===== src/rtl/imm_ext_pipe.sv =====
// Two-stage immediate extension pipeline with valid/ready handshakes on both sides.
// S1 holds the raw request; S2 holds the extended result that drives the outputs.
module imm_ext_pipe #(
  parameter int IMM_W  = 16,
  parameter int DATA_W = 32,
  parameter int TAG_W  = 4
) (
  input  logic              clk,
  input  logic              rst,
  input  logic              flush,
  input  logic              in_valid,
  output logic              in_ready,
  input  logic [IMM_W-1:0]  in_imm,
  input  logic [2:0]        in_op,
  input  logic [TAG_W-1:0]  in_tag,
  output logic              out_valid,
  input  logic              out_ready,
  output logic [DATA_W-1:0] out_data,
  output logic [TAG_W-1:0]  out_tag,
  output logic              out_err
);

  localparam int EXT_W = DATA_W - IMM_W;

  logic              s1_valid;
  logic [IMM_W-1:0]  s1_imm;
  logic [2:0]        s1_op;
  logic [TAG_W-1:0]  s1_tag;
  logic              s2_valid;

  logic              s2_load;
  logic              accept;
  logic [DATA_W-1:0] sext;
  logic [DATA_W-1:0] ext_data;
  logic              ext_err;

  assign s2_load   = !s2_valid || out_ready;
  assign in_ready  = !rst && !flush && (!s1_valid || s2_load);
  assign accept    = in_valid && in_ready;
  assign out_valid = s2_valid;

  assign sext = {{EXT_W{s1_imm[IMM_W-1]}}, s1_imm};

  always_comb begin
    ext_data = '0;
    ext_err  = 1'b0;
    case (s1_op)
      3'd0: ext_data = '0;
      3'd1: ext_data = sext;
      3'd2: ext_data = {{EXT_W{1'b0}}, s1_imm};
      3'd3: ext_data = {s1_imm, {EXT_W{1'b0}}};
      // Shift of the full-width sign extension drops the top two bits naturally.
      3'd4: ext_data = sext << 2;
      3'd5: ext_data = {{EXT_W{1'b1}}, s1_imm};
      default: begin
        ext_data = '0;
        ext_err  = 1'b1;
      end
    endcase
  end

  always_ff @(posedge clk or posedge rst) begin
    if (rst) begin
      s1_valid <= 1'b0;
      s1_imm   <= '0;
      s1_op    <= '0;
      s1_tag   <= '0;
      s2_valid <= 1'b0;
      out_data <= '0;
      out_tag  <= '0;
      out_err  <= 1'b0;
    end else if (flush) begin
      s1_valid <= 1'b0;
      s2_valid <= 1'b0;
    end else begin
      if (s2_load) begin
        s2_valid <= s1_valid;
        // Result registers only change when a real operation moves in.
        if (s1_valid) begin
          out_data <= ext_data;
          out_tag  <= s1_tag;
          out_err  <= ext_err;
        end
      end
      if (accept) begin
        s1_valid <= 1'b1;
        s1_imm   <= in_imm;
        s1_op    <= in_op;
        s1_tag   <= in_tag;
      end else if (s2_load) begin
        s1_valid <= 1'b0;
      end
    end
  end

endmodule


===== config.mk =====
export PLATFORM = sky130hd
export DESIGN_NAME = imm_ext_pipe
export DESIGN_NICKNAME = d
export VERILOG_FILES = /design/src/rtl/imm_ext_pipe.sv
export SDC_FILE = /design/constraint.sdc
export NUM_CORES = 1
export LEC_CHECK = 0
export BUFFER_PORTS_ARGS = -buffer_cell sky130_fd_sc_hd__buf_4
export CORE_MARGIN = 3
export CORE_UTILIZATION = 45
export DETAILED_ROUTE_END_ITERATION = 8
export PLACE_DENSITY = 0.71
export SETUP_SLACK_MARGIN = 0.5
export SLEW_MARGIN = 15
export SYNTH_ARGS = -nofsm -noshare
export SYNTH_HDL_FRONTEND = slang
export SYNTH_SLANG_ARGS = --single-unit

===== constraint.sdc =====
create_clock -name clk -period 1.7 [get_ports clk]
set_input_delay 0.085 -clock clk [delete_from_list [all_inputs] [get_ports clk]]
set_output_delay 0.085 -clock clk [all_outputs]
set_load 0.01 [all_outputs]

# Word-level counts from Yosys, hierarchy flattened
# Cells that the tools add are included.
# totals
reg_bits	62
out_inout_bits	39
elab_cells	36
# op_classes
n_bitwise	1
mux	7
n_reduce_logical	15
n_eq_ne	5
# ops
cell	n
$pmux W32 S5	1
$eq A3 B2 Y1 const B	2
$eq A3 B3 Y1 const B	2
$mux W1	6
$reduce_or A6 Y1	1
$logic_not A1 Y1	4
$eq A3 B1 Y1 const B	1
$logic_and A1 B1 Y1	3
$logic_not A3 Y1	1
$reduce_and A3 Y1	1
$reduce_bool A3 Y1	1
$logic_or A1 B1 Y1	2
$reduce_and A2 Y1	1
$reduce_bool A2 Y1	1
$not A1 Y1	1

# Depth between registers and ports, before layout
# Gate-level depths: netlist of run 1.
# logic_depth
ltp_word	7
depth_mapped	5
mapped_depth_nobuf	3

# Least setup slack after synthesis of run 1
# No wires, ideal clock.
# synth_timing
path_type	register to register
startpoint	reg s2_valid (netlist: out_valid)
endpoint	reg s1_imm[10]
required_ns	1.575
n_path_buf	2
arrival_ns	1.329
synth_period_minus_slack_ns	1.454
path_stages_with_launch	6
path_slack_ns	0.246
path_cell_list	dfrtp_1 > nand2b_1 > buf_4 > o211ai_4 > buf_6 > mux2_2
# synth_via
elab_chain_cells	6
# synth_lines
element	line	text
start: declaration	29	logic s2_valid;
start signal: assignment	77	s2_valid <= s1_valid;
$logic_not A1 Y1	37	assign s2_load = !s2_valid || out_ready;
$logic_or A1 B1 Y1	37	
$logic_or A1 B1 Y1	38	assign in_ready = !rst && !flush && (!s1_valid || s2_load);
$logic_and A1 B1 Y1	38	
$logic_and A1 B1 Y1	39	assign accept = in_valid && in_ready;
$reduce_and A2 Y1 (no source line)	-	
end signal: assignment	87	s1_imm <= in_imm;
end: declaration	26	logic [IMM_W-1:0] s1_imm;
# Every way passes these cells.
# A chain may end at the register's enable or synchronous reset.

# Worst setup path in the final report of run 1
# layout_timing
startpoint	reg s2_valid (netlist: out_valid)
endpoint	reg s1_imm[15]
# Same word-level chain as after synthesis.

==> flow_metrics.tcl, run 1 <==
set metrics [dict create \
    status "complete, no violations" \
    drcViolationCount 0 \
    grt_usage_pct 21.9 \
    core_area_mm2 0.00653 \
    die_width_um 89.1 \
    hold_depth 4 \
    reg2reg_depth 4 \
    portBuffers 66 \
    cts.reportedPaths.clkPinSlew_ns 0.07 \
    required_ns 1.92 \
    arrival_ns 1.68 \
    finalWeightedCongestion 0.798 \
    slew_viol_final 0 \
    worstSetupStartpointType "register" \
    hold_class "input pin to register" \
    fin_setup_tns_ns 0 \
    slew-limit-headroom_pct 75.2 \
    drtIter0Drc 257 \
    h-tree-depth 3 \
    clock_latency_ns 0.34 \
    diodes 0 \
    startpoint "out_valid$_DFFE_PP0P_" \
    clkSinkCount 62 \
    p_leak_uw 0.00202 \
    r2r_end "s1_imm[15]$_DFFE_PP0P_" \
    firstDrtPassIters 4 \
    cap_viol_max_count 0 \
    routed_wl_um 8980 \
    dp_slack_ns 0.213 \
    cts_tree "built" \
    hold_viol 0 \
    critPathKind "register to register" \
    powerDensity_mw_per_mm2 1220 \
    cts-root-buf "clkbuf_8" \
    ys_seq_elements 62 \
    rows 29 \
    pin_count 67 \
    final_net_count 413 \
    vias_per_cell 5.84 \
    start_util_pct 47.6 \
    syn_area_per_cell_um2 11.0 \
    ant_nets 0 \
    synth_fp_nets 310 \
    die-height_um 89.1 \
    fin_skew_ns 0.00451 \
    wl_per_cell_um 19.2 \
    finalCritPeriodShare_pct 85.8 \
    grt_pass1_wl_um 13100 \
    grt_pass1_vias 2583 \
    die-area_mm2 0.00794 \
    synth_cell_types 29 \
    vias 2726 \
    grt_overflow 0 \
    antenna_found_initial 0 \
    yosysWarnings 0 \
    cts_buffers 9 \
    netlist_area_mm2 0.00311 \
    rsz0062_at_grt "true" \
    worst_pin_slew_ns 0.371 \
    fin_total_pwr_uw 5490 \
    fin_crit_ns 1.46 \
    synthCells 282 \
    cp-end-kind "register" \
    crit_fanout 6 \
    r2r_slack_ns 0.24 \
    cp-endpoint "s1_imm[15]$_DFFE_PP0P_" \
    area_delta_synth_final_pct 45.2 \
    setup_viol 0 \
    worst_ir_drop_vdd_mv 0.720 \
    layout-drive-gt1-share_pct 41.0 \
    fmax_ghz 0.685 \
    rr_startpoint "out_valid$_DFFE_PP0P_" \
    cts_max_path_buffers 2 \
    yosysSeqAreaShare_pct 49.9 \
    grt_max_degree 63 \
    fin_ws_ns 0.241 \
    dp_hpwl_um 4990 \
]
==> layout make-up <==
| cell class | count | area [um^2] |
|---|---|---|
| fill | 501 | 2020 |
| inverter | 3 | 18.8 |
| sequential | 62 | 1550 |
| clock inverter | 3 | 65.1 |
| tap | 77 | 96.3 |
| multi-input combinational | 187 | 1520 |
| timing repair buffer | 122 | 1090 |
| clock buffer | 13 | 169 |
==> worst max-delay path: stages, from the launching register on <==
cell and delay [ns]:
dfrtp_1 0.42, nand2b_4 0.09, o211ai_4 0.29, clkbuf_16 0.23, mux2_4 0.30
==> worst min path at each step <==
stage	from	endpoint	slack (ns)
after CTS	out_ready	out_valid$_DFFE_PP0P_	0.16
final	in_valid	s1_valid$_DFFE_PP0P_	0.21
after floorplan	flush	out_valid$_DFFE_PP0P_	0.15
after detailed placement	rst	out_tag[3]$_DFFE_PP0P_	0.22
after global placement	rst	out_data[1]$_DFFE_PP0P_	0.21
after global routing	in_valid	s1_valid$_DFFE_PP0P_	0.22
==> registers in the layout, indices dropped and copies added (netlist names) <==
| register | cells |
|---|---|
| s1_op | 3 |
| s1_tag | 4 |
| out_data | 32 |
| s1_valid | 1 |
| s1_imm | 16 |
| out_valid | 1 |
| out_err | 1 |
| out_tag | 4 |
==> synth_stat cells (all sizes together) <==
cell / count / area [um^2]
nand2b: 2 / 12.5
a311o: 1 / 10.0
o211ai: 1 / 21.3
o22a: 15 / 131
maj3: 1 / 11.3
and2b: 1 / 7.51
nand3b: 28 / 210
nand2: 3 / 11.3
nor2b: 4 / 27.5
o21ai: 33 / 165
dfrtp: 62 / 1550
nand3: 4 / 20.0
inv: 3 / 11.3
nor2: 3 / 11.3
nor3b: 1 / 7.51
and4b: 14 / 140
nand4b: 1 / 8.76
clkbuf: 17 / 63.8
a21boi: 1 / 7.51
a21oi: 31 / 155
a31oi: 1 / 6.26
o2bb2ai: 2 / 17.5
mux2: 27 / 304
a211o: 13 / 114
buf: 13 / 80.1
==> layout by cell type, fill, tap and decap left out, types with 2 or more instances in the layout <==
cell           instances
buf_4                 84
dfrtp_1               61
nand3b_1              28
dlygate4sd3_1         25
a21oi_1               21
o21ai_0               21
mux2_2                16
o22a_1                15
and4b_1               14
a211o_1               13
clkbuf_8              12
o21ai_1               11
mux2_4                11
a21oi_2               10
buf_6                  7
nand3_1                4
nand2_1                3
clkbuf_16              3
buf_12                 3
clkinvlp_4             2
nor2b_4                2
nor2_1                 2
o2bb2ai_1              2
nor2b_1                2
bufinv_16              2
==> timing repair <==
item | 4_1_cts | 5_1_grt
endpoints found under the setup margin | 62 | 62
pin swaps | 1 | 13
setup buffers | 4 | 5
gates cloned | 1 | 5
hold buffers | 25 | 0
gates resized for setup | 4 | 24
hold endpoints to repair | 86 | 0
==> logic make-up (layout without fill, tap and decap cells) <==
logic type               after synthesis  count (layout)  synth area share [%]
flip-flops                            62              62                  49.9
multiplexers                          27              27                  9.79
AO/OA/AOI/OAI                         98              98                  20.2
buffers and inverters                 33             141                  4.99
adder cells (fa/ha/maj)                1               1                 0.362
AND/OR/NAND/NOR                       61              61                  14.7
==> routing by layer <==
| layer | routed length, um | global-route usage (%) | vias to the layer above |
|---|---|---|---|
| li1 | - | - | 1264 |
| met1 | 3870 | 30.0 | 1340 |
| met2 | 4290 | 35.7 | 104 |
| met3 | 613 | 3.96 | 18 |
| met4 | 205 | 6.63 | 0 |
| met5 | 0 | 0 | - |
==> power breakdown <==
group          total [uW]  internal, uW  switching, uW  leakage, uW
registers            2140          1850            290     0.000757
clock network        1530           945            589     0.000120
logic                1810           985            828      0.00115
total                5490          3780           1710      0.00202
==> per-stage QoR <==
step | hold WS (ns) | instances | util [%] | instance area, um^2
3_5_place_dp | 0.218 | 411 | 57.6 | 3760
3_3_place_gp | 0.207 | 411 | 57.6 | 3760
5_1_grt | 0.216 | 467 | 69.1 | 4510
6_report | 0.209 | 467 | 69.1 | 4510
4_1_cts | 0.164 | 457 | 65.7 | 4290
2_1_floorplan | 0.148 | 282 | - | 3210
Note: power is estimated with default switching activity, not from simulation.
==> run 2, diff against run 1 <==
--- a/config.mk
+++ b/config.mk
@@ -6,10 +6,12 @@
 export NUM_CORES = 1
 export LEC_CHECK = 0
 export BUFFER_PORTS_ARGS = -buffer_cell sky130_fd_sc_hd__buf_4
+export CELL_PAD_IN_SITES_DETAIL_PLACEMENT = 1
+export CELL_PAD_IN_SITES_GLOBAL_PLACEMENT = 1
 export CORE_MARGIN = 3
-export CORE_UTILIZATION = 45
+export CORE_UTILIZATION = 38
 export DETAILED_ROUTE_END_ITERATION = 8
-export PLACE_DENSITY = 0.71
+export PLACE_DENSITY = 0.76
 export SETUP_SLACK_MARGIN = 0.5
 export SLEW_MARGIN = 15
 export SYNTH_ARGS = -nofsm -noshare
==> constraint.sdc (replaced) <==
create_clock -name clk -period 1.7 [get_ports clk]
set_input_delay 0.17 -clock clk [delete_from_list [all_inputs] [get_ports clk]]
set_output_delay 0.17 -clock clk [all_outputs]
set_load 0.01 [all_outputs]
==> run 2 against run 1 <==
Compared with the run above:
- clock skew rose by 0.0084 ns
- worst setup slack got worse by 0.098 ns
- final cell count rose by 5.6%
- die area rose by 17%
- first-iteration DRC count rose by 2.3%
- maximum frequency fell by 6.3%
- critical path depth rose by 1
- critical endpoint is now s1_imm[12]$_DFFE_PP0P_
- register-to-register slack got worse by 0.098 ns
- utilization fell by 6.5 points
- clock power fell by 22%
==> flow_metrics.tcl, run 2 (synthesis gave the netlist of run 1 again) <==
set metrics [dict create \
    fin_crit_ns 1.56 \
    swShare_pct 36.2 \
    cp-end-kind "register" \
    die_width_um 96.4 \
    cts.reportedPaths.clkPinSlew_ns 0.08 \
    pin_count 67 \
    hold_class "input pin to register" \
    fmax_ghz 0.642 \
    vias_per_cell 5.96 \
    worstSetupStartpointType "register" \
    diodes 0 \
    finalWeightedCongestion 0.757 \
    drtIter0Drc 263 \
    cts-root-buf "clkbuf_8" \
    grt_overflow 0 \
    top_register "out_data" \
    routed_wl_um 12500 \
    clkSinkCount 62 \
    slew-limit-headroom_pct 64.2 \
    rows 32 \
    portBuffers 66 \
    combPwrFrac_pct 40.3 \
    largest_reg_flops 32 \
    rsz0062_at_grt "true" \
    vias 2938 \
    r2r_slack_ns 0.14 \
    ant_nets 0 \
    required_ns 1.94 \
    layout_commonest_cell "buf_4" \
    worst_pin_slew_ns 0.537 \
    cts_max_path_buffers 2 \
    clock_latency_ns 0.36 \
    powerDensity_mw_per_mm2 1170 \
    power.share.sequential_pct 38.8 \
    area_delta_synth_final_pct 58.0 \
    hold_depth 2 \
    die-area_mm2 0.00930 \
    r2r_end "s1_imm[12]$_DFFE_PP0P_" \
    fin_cells 493 \
    grt_pass1_wl_um 15600 \
    hold_viol 0 \
    clkPwrFrac_pct 20.9 \
    status "complete, no violations" \
    critPathKind "register to register" \
    finalCritPeriodShare_pct 91.6 \
    fin_skew_ns 0.0129 \
    core_area_mm2 0.00785 \
    worst_ir_drop_vdd_mv 0.541 \
    reg2reg_depth 5 \
    reg_top3 "out_data (32), s1_imm (16)" \
    h-tree-depth 3 \
    grt_max_degree 40 \
    grt_pass1_vias 2887 \
    layout_common_cells "buf_4 (86), dfrtp_1 (59), nand3b_1 (28), mux2_4 (26), o21ai_2 (19)" \
    arrival_ns 1.79 \
    wl_per_cell_um 25.3 \
    cts_buffers 9 \
    grt_usage_pct 22.8 \
    switching_power_uw 2070 \
    fillerInstances 799 \
    drcViolationCount 0 \
    crit_fanout 6 \
    rr_startpoint "s1_valid$_DFFE_PP0P_" \
    die-height_um 96.4 \
    antenna_found_initial 0 \
    startpoint "s1_valid$_DFFE_PP0P_" \
    cap_viol_max_count 0 \
    layout-drive-gt1-share_pct 56.0 \
    final_net_count 414 \
    start_util_pct 39.6 \
    place_inst 437 \
    p_leak_uw 0.00223 \
    holdPathEnd "s1_tag[0]$_DFFE_PP0P_" \
    setup_viol 0 \
    slew_viol_final 0 \
    utilization_pct 62.5 \
    hp-start "in_tag[0]" \
    firstDrtPassIters 5 \
    p_int_uw 3650 \
    cts_tree "built" \
    fin_setup_tns_ns 0 \
    dp_hpwl_um 5580 \
]
## run 2: cell count changes in the layout (fill, tap and decap cells not counted), moves of 4 or more
| cell | delta |
|---|---|
| a21oi_1 | -5 |
| a21oi_2 | -4 |
| a21oi_4 | +9 |
| buf_6 | +11 |
| dlygate4sd3_1 | -23 |
| mux2_2 | -15 |
| mux2_4 | +15 |
| o21ai_0 | -20 |
| o21ai_2 | +18 |
## run 2: timing repair
action	CTS	global route
buffers inserted	18	7
cloned	5	8
resized for setup	62	72
hold endpoints to repair	37	0
pin swaps	11	19
endpoints found under the setup margin	62	62
hold buffers	2	0
## run 2: metrics by stage
stage,power (uW),hold WS (ns),instance area (um^2),setup slack [ns]
after floorplan,3110,0.233,3210,0.257
after global placement,3790,0.268,3800,0.216
after detailed placement,3860,0.280,3800,0.152
after CTS,5280,0.0357,4390,0.227
after global routing,6000,0.0345,4910,0.114
final,5720,0.0409,4910,0.143
## run 2: worst max path at each step
| stage | cells past startpoint | endpoint |
|---|---|---|
| final | 5 | s1_imm[12]$_DFFE_PP0P_ |
| after global routing | 5 | s1_imm[12]$_DFFE_PP0P_ |
| after CTS | 4 | in_ready |
| after detailed placement | 4 | s1_imm[5]$_DFFE_PP0P_ |
| after global placement | 5 | s1_op[0]$_DFFE_PP0P_ |
| after floorplan | 5 | s1_imm[10]$_DFFE_PP0P_ |
## run 2: power groups by stage
stage               Sequential [uW]  Clock, uW  Combinational (uW)
floorplan                      2210          0                 901
global placement               2160          0                1640
detailed placement             2180          0                1680
CTS                            2180       1190                1910
global route                   2260       1280                2460
finish                         2220       1200                2310
## run 2: routing by layer
metal  global-route usage [%]  vias to the layer above  wire length, um
li1                         -                     1275                -
met1                     28.6                     1492             4890
met2                     39.2                      137             6370
met3                     3.64                       34              728
met4                     9.35                        0              477
met5                        0                        -                0
## run 2: area by class of cell
class / count / area (um^2) / area share, %
clock buffer: 10 / 138 / 2.80
sequential: 62 / 1560 / 31.7
tap: 102 / 128 / 2.60
multi-input combinational: 188 / 1800 / 36.7
clock inverter: 6 / 37.5 / 0.765
timing repair buffer: 122 / 1230 / 25.1
inverter: 3 / 18.8 / 0.382
## run 2: worst max-delay path, cell delays in order (launching register included)
cell and delay [ns]:
dfrtp_1 0.46, inv_2 0.09, o211ai_4 0.23, buf_6 0.16
buf_16 0.15, mux2_2 0.34
